<file path="config.mk">
export PLATFORM = sky130hd
export DESIGN_NAME = ms_beat_sequencer
export DESIGN_NICKNAME = d
export VERILOG_FILES = /design/src/rtl/ms_pkg.sv /design/src/rtl/ms_ci_counter.sv /design/src/rtl/ms_beat_sequencer.sv
export SDC_FILE = /design/constraint.sdc
export NUM_CORES = 1
export LEC_CHECK = 0
export ABC_AREA = 1
export CAP_MARGIN = 20
export CORE_MARGIN = 3
export CORE_UTILIZATION = 33
export DETAILED_ROUTE_END_ITERATION = 12
export MAX_ROUTING_LAYER = met4
export PLACE_DENSITY = 0.81
export RECOVER_POWER = 100
export SLEW_MARGIN = 20
export SYNTH_ARGS = -nofsm -noshare
export SYNTH_HDL_FRONTEND = slang
export SYNTH_SLANG_ARGS = --single-unit
</file>
<file path="constraint.sdc">
create_clock -name w_CLK -period 3.12 [get_ports w_CLK]
set_input_delay 0.468 -clock w_CLK [delete_from_list [all_inputs] [get_ports w_CLK]]
set_output_delay 0.468 -clock w_CLK [all_outputs]
set_load 0.005 [all_outputs]
</file>
<file path="src/rtl/ms_pkg.sv">
// ms_pkg: shared widths, opcodes, field offsets and beat-state encoding
// for the main-store beat sequencer. STEP_MODE_EN adds the PAUSE state.
package ms_pkg;

    localparam int MS_LINE_LENGTH = 40;
    localparam int MS_ADDR_BITS   = 10;
    localparam int MS_FUNC_BITS   = 6;

    // Instruction word layout: operand in [0:9], opcode in [10:15]
    localparam int MS_OPERAND_POS = 0;
    localparam int MS_OPCODE_POS  = MS_ADDR_BITS;

    localparam logic [0:MS_FUNC_BITS-1] INST_CMP = 6'b000101;
    localparam logic [0:MS_FUNC_BITS-1] INST_JMP = 6'b001101;
    localparam logic [0:MS_FUNC_BITS-1] INST_STA = 6'b010100;
    localparam logic [0:MS_FUNC_BITS-1] INST_LDA = 6'b100000;
    localparam logic [0:MS_FUNC_BITS-1] INST_HLT = 6'b111111;

    typedef enum logic [3:0] {
        IDLE,
        F_SCAN_OUT,
        F_SCAN_IN,
        F_ACT_OUT,
        F_ACT_IN,
        E_SCAN_OUT,
        E_SCAN_IN,
        E_ACT_OUT,
        E_ACT_IN,
`ifdef STEP_MODE_EN
        PAUSE,
`endif
        HALT
    } state_t;

endpackage

</file>
<file path="src/rtl/ms_ci_counter.sv">
// ms_ci_counter: control instruction counter with increment/skip, load and natural wrap.
// Ports: w_CLK clock, w_RST_N async active-low reset, w_INC step CI by one,
//        w_LOAD load b_LOAD_VAL (wins over w_INC), b_CI current count.
module ms_ci_counter
    import ms_pkg::*;
#(
    parameter int W = MS_ADDR_BITS
) (
    input  logic         w_CLK,
    input  logic         w_RST_N,
    input  logic         w_INC,
    input  logic         w_LOAD,
    input  logic [0:W-1] b_LOAD_VAL,
    output logic [0:W-1] b_CI
);

    always_ff @(posedge w_CLK or negedge w_RST_N) begin
        if (!w_RST_N)
            b_CI <= '0;
        else if (w_LOAD)
            b_CI <= b_LOAD_VAL;
        else if (w_INC)
            b_CI <= b_CI + W'(1);
    end

endmodule

</file>
<file path="src/rtl/ms_beat_sequencer.sv">
// ms_beat_sequencer: beat/phase generator and instruction sequencer for the MS/A pair.
// Ports: w_CLK clock, w_RST_N async active-low reset, w_RUN run level, w_A_NEG A sign,
//        b_MS_DATA_OUT registered MS read data, b_A_DATA_OUT A value for STA,
//        ready_out/ready_in output/input phase, w_HS scan beat, w_ACTION action beat,
//        b_MS_ADDR/b_MS_ZERO/b_MS_DATA_IN MS address, erase mask and write data,
//        b_FST_OUT function bits to A, w_A_ZERO clear A read path, b_CI current CI,
//        w_HALTED halt indicator.
// Optional: STEP_MODE_EN adds w_STEP and a PAUSE state between instructions.
module ms_beat_sequencer
    import ms_pkg::*;
#(
    parameter int LINE_LENGTH         = MS_LINE_LENGTH,
    parameter int INSTR_ADDR_BITS     = MS_ADDR_BITS,
    parameter int INSTR_FUNCTION_BITS = MS_FUNC_BITS
) (
    input  logic                           w_CLK,
    input  logic                           w_RST_N,
    input  logic                           w_RUN,
    input  logic                           w_A_NEG,
`ifdef STEP_MODE_EN
    input  logic                           w_STEP,
`endif
    input  logic [0:LINE_LENGTH-1]         b_MS_DATA_OUT,
    input  logic [0:LINE_LENGTH-1]         b_A_DATA_OUT,
    output logic                           ready_out,
    output logic                           ready_in,
    output logic                           w_HS,
    output logic                           w_ACTION,
    output logic [0:INSTR_ADDR_BITS-1]     b_MS_ADDR,
    output logic [0:LINE_LENGTH-1]         b_MS_ZERO,
    output logic [0:LINE_LENGTH-1]         b_MS_DATA_IN,
    output logic [0:INSTR_FUNCTION_BITS-1] b_FST_OUT,
    output logic                           w_A_ZERO,
    output logic [0:INSTR_ADDR_BITS-1]     b_CI,
    output logic                           w_HALTED
);

    state_t                         state_q, state_d;
    logic [0:LINE_LENGTH-1]         pi;
    logic [0:INSTR_ADDR_BITS-1]     operand;
    logic [0:INSTR_FUNCTION_BITS-1] opcode;
    logic                           e_act, sta_wr, ci_inc, ci_load, unused;

    assign operand = pi[MS_OPERAND_POS +: INSTR_ADDR_BITS];
    assign opcode  = pi[MS_OPCODE_POS +: INSTR_FUNCTION_BITS];
    assign unused  = &{1'b0, pi[MS_OPCODE_POS+INSTR_FUNCTION_BITS:LINE_LENGTH-1]};

`ifdef STEP_MODE_EN
    logic step_q, step_go;
    localparam state_t RESUME = PAUSE;

    always_ff @(posedge w_CLK or negedge w_RST_N) begin
        if (!w_RST_N)
            step_q <= 1'b0;
        else
            step_q <= w_STEP;
    end

    assign step_go = w_STEP & ~step_q;
`else
    localparam state_t RESUME = F_SCAN_OUT;
`endif

    always_ff @(posedge w_CLK or negedge w_RST_N) begin
        if (!w_RST_N) begin
            state_q <= IDLE;
            pi      <= '0;
        end else begin
            state_q <= state_d;
            if (state_q == F_ACT_IN)
                pi <= b_MS_DATA_OUT;
        end
    end

    always_comb begin
        state_d = state_q;
        case (state_q)
            IDLE:       state_d = w_RUN ? F_SCAN_OUT : IDLE;
            F_SCAN_OUT: state_d = F_SCAN_IN;
            F_SCAN_IN:  state_d = F_ACT_OUT;
            F_ACT_OUT:  state_d = F_ACT_IN;
            F_ACT_IN:   state_d = E_SCAN_OUT;
            E_SCAN_OUT: state_d = E_SCAN_IN;
            E_SCAN_IN:  state_d = E_ACT_OUT;
            E_ACT_OUT:  state_d = E_ACT_IN;
            E_ACT_IN:   state_d = (opcode == INST_HLT) ? HALT : !w_RUN ? IDLE : RESUME;
            HALT:       state_d = w_RUN ? HALT : IDLE;
`ifdef STEP_MODE_EN
            PAUSE:      state_d = !w_RUN ? IDLE : step_go ? F_SCAN_OUT : PAUSE;
`endif
            default:    state_d = IDLE;
        endcase
    end

    always_comb begin
        ready_out    = state_q inside {F_SCAN_OUT, F_ACT_OUT, E_SCAN_OUT, E_ACT_OUT};
        ready_in     = state_q inside {F_SCAN_IN, F_ACT_IN, E_SCAN_IN, E_ACT_IN};
        w_HS         = state_q inside {F_SCAN_OUT, F_SCAN_IN, E_SCAN_OUT, E_SCAN_IN};
        w_ACTION     = state_q inside {F_ACT_OUT, F_ACT_IN, E_ACT_OUT, E_ACT_IN};
        w_HALTED     = state_q == HALT;
        e_act        = state_q inside {E_ACT_OUT, E_ACT_IN};
        sta_wr       = state_q == E_ACT_IN && opcode == INST_STA;
        b_MS_ADDR    = e_act ? operand : b_CI;
        // JMP outside execute action keeps A from latching on fetch/scan beats
        b_FST_OUT    = e_act ? opcode : INST_JMP;
        w_A_ZERO     = e_act && opcode == INST_LDA;
        b_MS_ZERO    = sta_wr ? '1 : '0;
        b_MS_DATA_IN = sta_wr ? b_A_DATA_OUT : '0;
        // fetch advances CI; CMP with A negative skips one more word
        ci_inc       = state_q == F_ACT_IN || (state_q == E_ACT_IN && opcode == INST_CMP && w_A_NEG);
        ci_load      = state_q == E_ACT_IN && opcode == INST_JMP;
    end

    ms_ci_counter #(
        .W(INSTR_ADDR_BITS)
    ) u_ci (
        .w_CLK      (w_CLK),
        .w_RST_N    (w_RST_N),
        .w_INC      (ci_inc),
        .w_LOAD     (ci_load),
        .b_LOAD_VAL (b_MS_DATA_OUT[0 +: INSTR_ADDR_BITS]),
        .b_CI       (b_CI)
    );

endmodule

</file>
==> impl_results.md <==
* Buf+Inv Stages, Crit Path at 2
* Synthesized area per cell at 6.42 sq um
* Slew headroom at -10.0%
* Die width at 91.6 um
* Via count at 2714
* TNS Setup at 0 ns
* Hold-fix buffers, CTS at 0
* Setup Slack @ Placement at 0.642 ns
* Sequential fraction of the synthesis area at 31.0%
* Worst setup path class: reg2out
* Post-synth cell types at 29
* Max Cap Viol at 1
* Vias/cell at 4.49
* Full die area at 0.00839 sq mm
* Initial antenna violation count at 0
* Resized cells post-CTS at 0
* Period utilization at 91.6%
* Hold Violations, Final at 0
* Number of global-route vias before repair at 2453
* Residual DRC at 0
* Antenna diodes at 0
* RSZ-0062 raised after global routing: no
* Number of DRC markers in iteration 0 at 72
* Rows at 30
* Global-route wire length before repair at 12.1 mm
* Measured slew at the worst slew-check pin at 1.65 ns
* Failing checks: max-capacitance violations, max-slew violations
* Setup ws final at 0.263 ns
* Placer Congestion at 0.910
* Syn nets at 462
* Commonest cells after routing, fill and taps aside: dlygate4sd3_1, nand2_1, inv_1, nor2_1, clkdlybuf4s50_1
* Fill cell count at 631
* Setup Skew at 0.00344 ns
* R2r startpoint: state_q[0]
* Crit path launch: state_q[3]
* Routed Antenna Nets at 0
* Area grow syn2layout at 65.0%
* Starting Density at 34.8%
* Bufs on Longest Clock Path at 2
* Layout cells sized above 1 at 2.95%
* Final wirelength at 7.66 mm
* Register bit total from synthesis at 30
* Reg2reg setup slack at 0.83 ns
* CP max stage cell: dlygate4sd3_1
* Worst-Skew Late Latency at 0.29 ns
* HP Class: reg2reg
* Critical path startpoint category: register
* CP endpoint kind: primary output
* DP HPWL at 6.11 mm
* CP max stage delay at 0.60 ns
* Pin count of the biggest net entering global routing at 41
* Gate Count Post-Synth at 377
* Critical-path maximum fanout at 17
* Minimum clock period at 2.86 ns
* Critical Path AT at 2.39 ns
* Slew Viols, Final at 31
* Worst-path clk slew at 0.06 ns
* I/O Pins at 196
* Commonest non-fill, non-tap cell in the layout: dlygate4sd3_1
* Post-CTS setup buffers at 0
* Fmax at 0.350 GHz
* CTS tree: built
* Aggregate global routing overflow at 0
* Core area at 0.00694 sq mm
* Leakage at 2.23 nW
* Status: complete, but fails checks
* Power Density at 508 mW/mm^2
* H-tree levels at 2
* Clock sinks at 30
* Worst Hold Launch: pi[2]
* Die H at 91.6 um
* Top Family by Delay on Critical Path: buffers and inverters
* Worst EP required at 2.65 ns
* Initial DRT Pass Iterations at 4
* CP cell instances: nor2_1, nand2_1, nand2_1, clkbuf_2, nand2_1, o21ai_0, dlygate4sd3_1
* Synth warn at 0
* IO Port Bufs at 171
* Mapped Area at 0.00242 sq mm
* Final setup fails at 0
* Final nets at 592
* GRT Util Overall at 18.0%
* Total CTS buffers at 5
* Root Buffer: clkbuf_8
* Routed len/inst at 12.7 um
* Cell mode on critical path: nand2_1
* Peak supply drop at 0.346 mV
* Finished Core Util at 57.5%
[synthesized netlist by cell type]
library cell | count | share of area, %
xor2_1 | 2 | 0.72
nor2_1 | 64 | 9.9
ha_1 | 1 | 0.52
xnor2_1 | 1 | 0.36
buf_2 | 7 | 1.4
nand3_1 | 22 | 4.6
nor2_4 | 1 | 0.47
nand2_1 | 75 | 12
a31oi_1 | 1 | 0.26
clkbuf_1 | 2 | 0.31
nand2_2 | 2 | 0.52
nor2_2 | 1 | 0.26
or2_2 | 1 | 0.26
buf_4 | 41 | 13
a21oi_1 | 5 | 1.0
o21ai_1 | 2 | 0.41
o21ai_2 | 1 | 0.36
nand3_2 | 1 | 0.41
nand4_1 | 12 | 3.1
nor3_1 | 3 | 0.62
clkinv_1 | 1 | 0.16
o21ai_0 | 22 | 4.6
nand3b_1 | 1 | 0.31
buf_6 | 2 | 0.93
mux2_2 | 2 | 0.93
nor2_8 | 1 | 0.83
dfrtp_1 | 30 | 31
inv_2 | 2 | 0.31
inv_1 | 71 | 11
[cell type report]
| type | instances | area (sq um) | area share, % |
|---|---|---|---|
| inverter | 74 | 278 | 6.96 |
| multi-input combinational | 221 | 1000 | 25.1 |
| clock buffer | 7 | 76.3 | 1.91 |
| timing repair buffer | 175 | 1730 | 43.4 |
| clock inverter | 1 | 30.0 | 0.753 |
| sequential | 30 | 751 | 18.8 |
| tap | 96 | 120 | 3.01 |
[registers in the layout (all words and copies together) (netlist names)]
register / flops
state_q: 4
pi: 16
u_ci.b_CI: 10
[worst reg2reg max path, cell delays in order (launching register included)]
cell and delay (ns):
dfrtp_1 0.43, inv_1 0.11, nand2_1 0.06, nor2_1 0.58, nand3_1 0.58, o21ai_0 0.33
nand2_1 0.07, nand2_1 0.07
[power breakdown]
group          internal [mW]  switching [mW]  total, mW  leakage (nW)
Clock                  0.239           0.146      0.385        0.0524
Sequential             0.546           0.138      0.684         0.374
Combinational          0.446           0.513      0.958          1.81
[worst paths after layout]
| check | end | depth (start not counted) |
|---|---|---|
| setup / recovery | b_MS_ADDR[5] | 7 |
| hold reg to reg | pi[2] | 2 |
| setup reg to reg | u_ci.b_CI[8] | 7 |
| hold / removal | pi[2] | 2 |
| min in group asynchronous | u_ci.b_CI[1] | 2 |
| max in group asynchronous | pi[1] | 2 |
[metrics by stage]
| step | cell area (sq um) | hold WS [ns] | power (mW) | instances |
|---|---|---|---|---|
| after global placement | 3910 | 0.467 | 1.68 | 596 |
| after detailed placement | 3910 | 0.473 | 1.72 | 596 |
| after floorplan | 2420 | 0.172 | 1.22 | 377 |
| after global routing | 3990 | 0.518 | 2.19 | 604 |
| after CTS | 4020 | 0.489 | 2.11 | 604 |
| final | 3990 | 0.487 | 2.03 | 604 |
[layer usage]
layer | routed length [um] | GRT usage [%]
met1 | 2980 | 20.1
met2 | 3890 | 32.1
met3 | 702 | 4.76
met4 | 84 | 4.40
met5 | 0 | -
[cells by family after synthesis]
kind of cell,Yosys count,synth area share (%)
AND/OR/NAND/NOR,184,32.9
buffers and inverters,126,26.9
AO/OA/AOI/OAI,31,6.62
flip-flops,30,31.0
XOR/XNOR,3,1.09
multiplexers,2,0.931
adder cells (fa/ha/maj),1,0.517
Note: power is estimated with default switching activity, not from simulation.
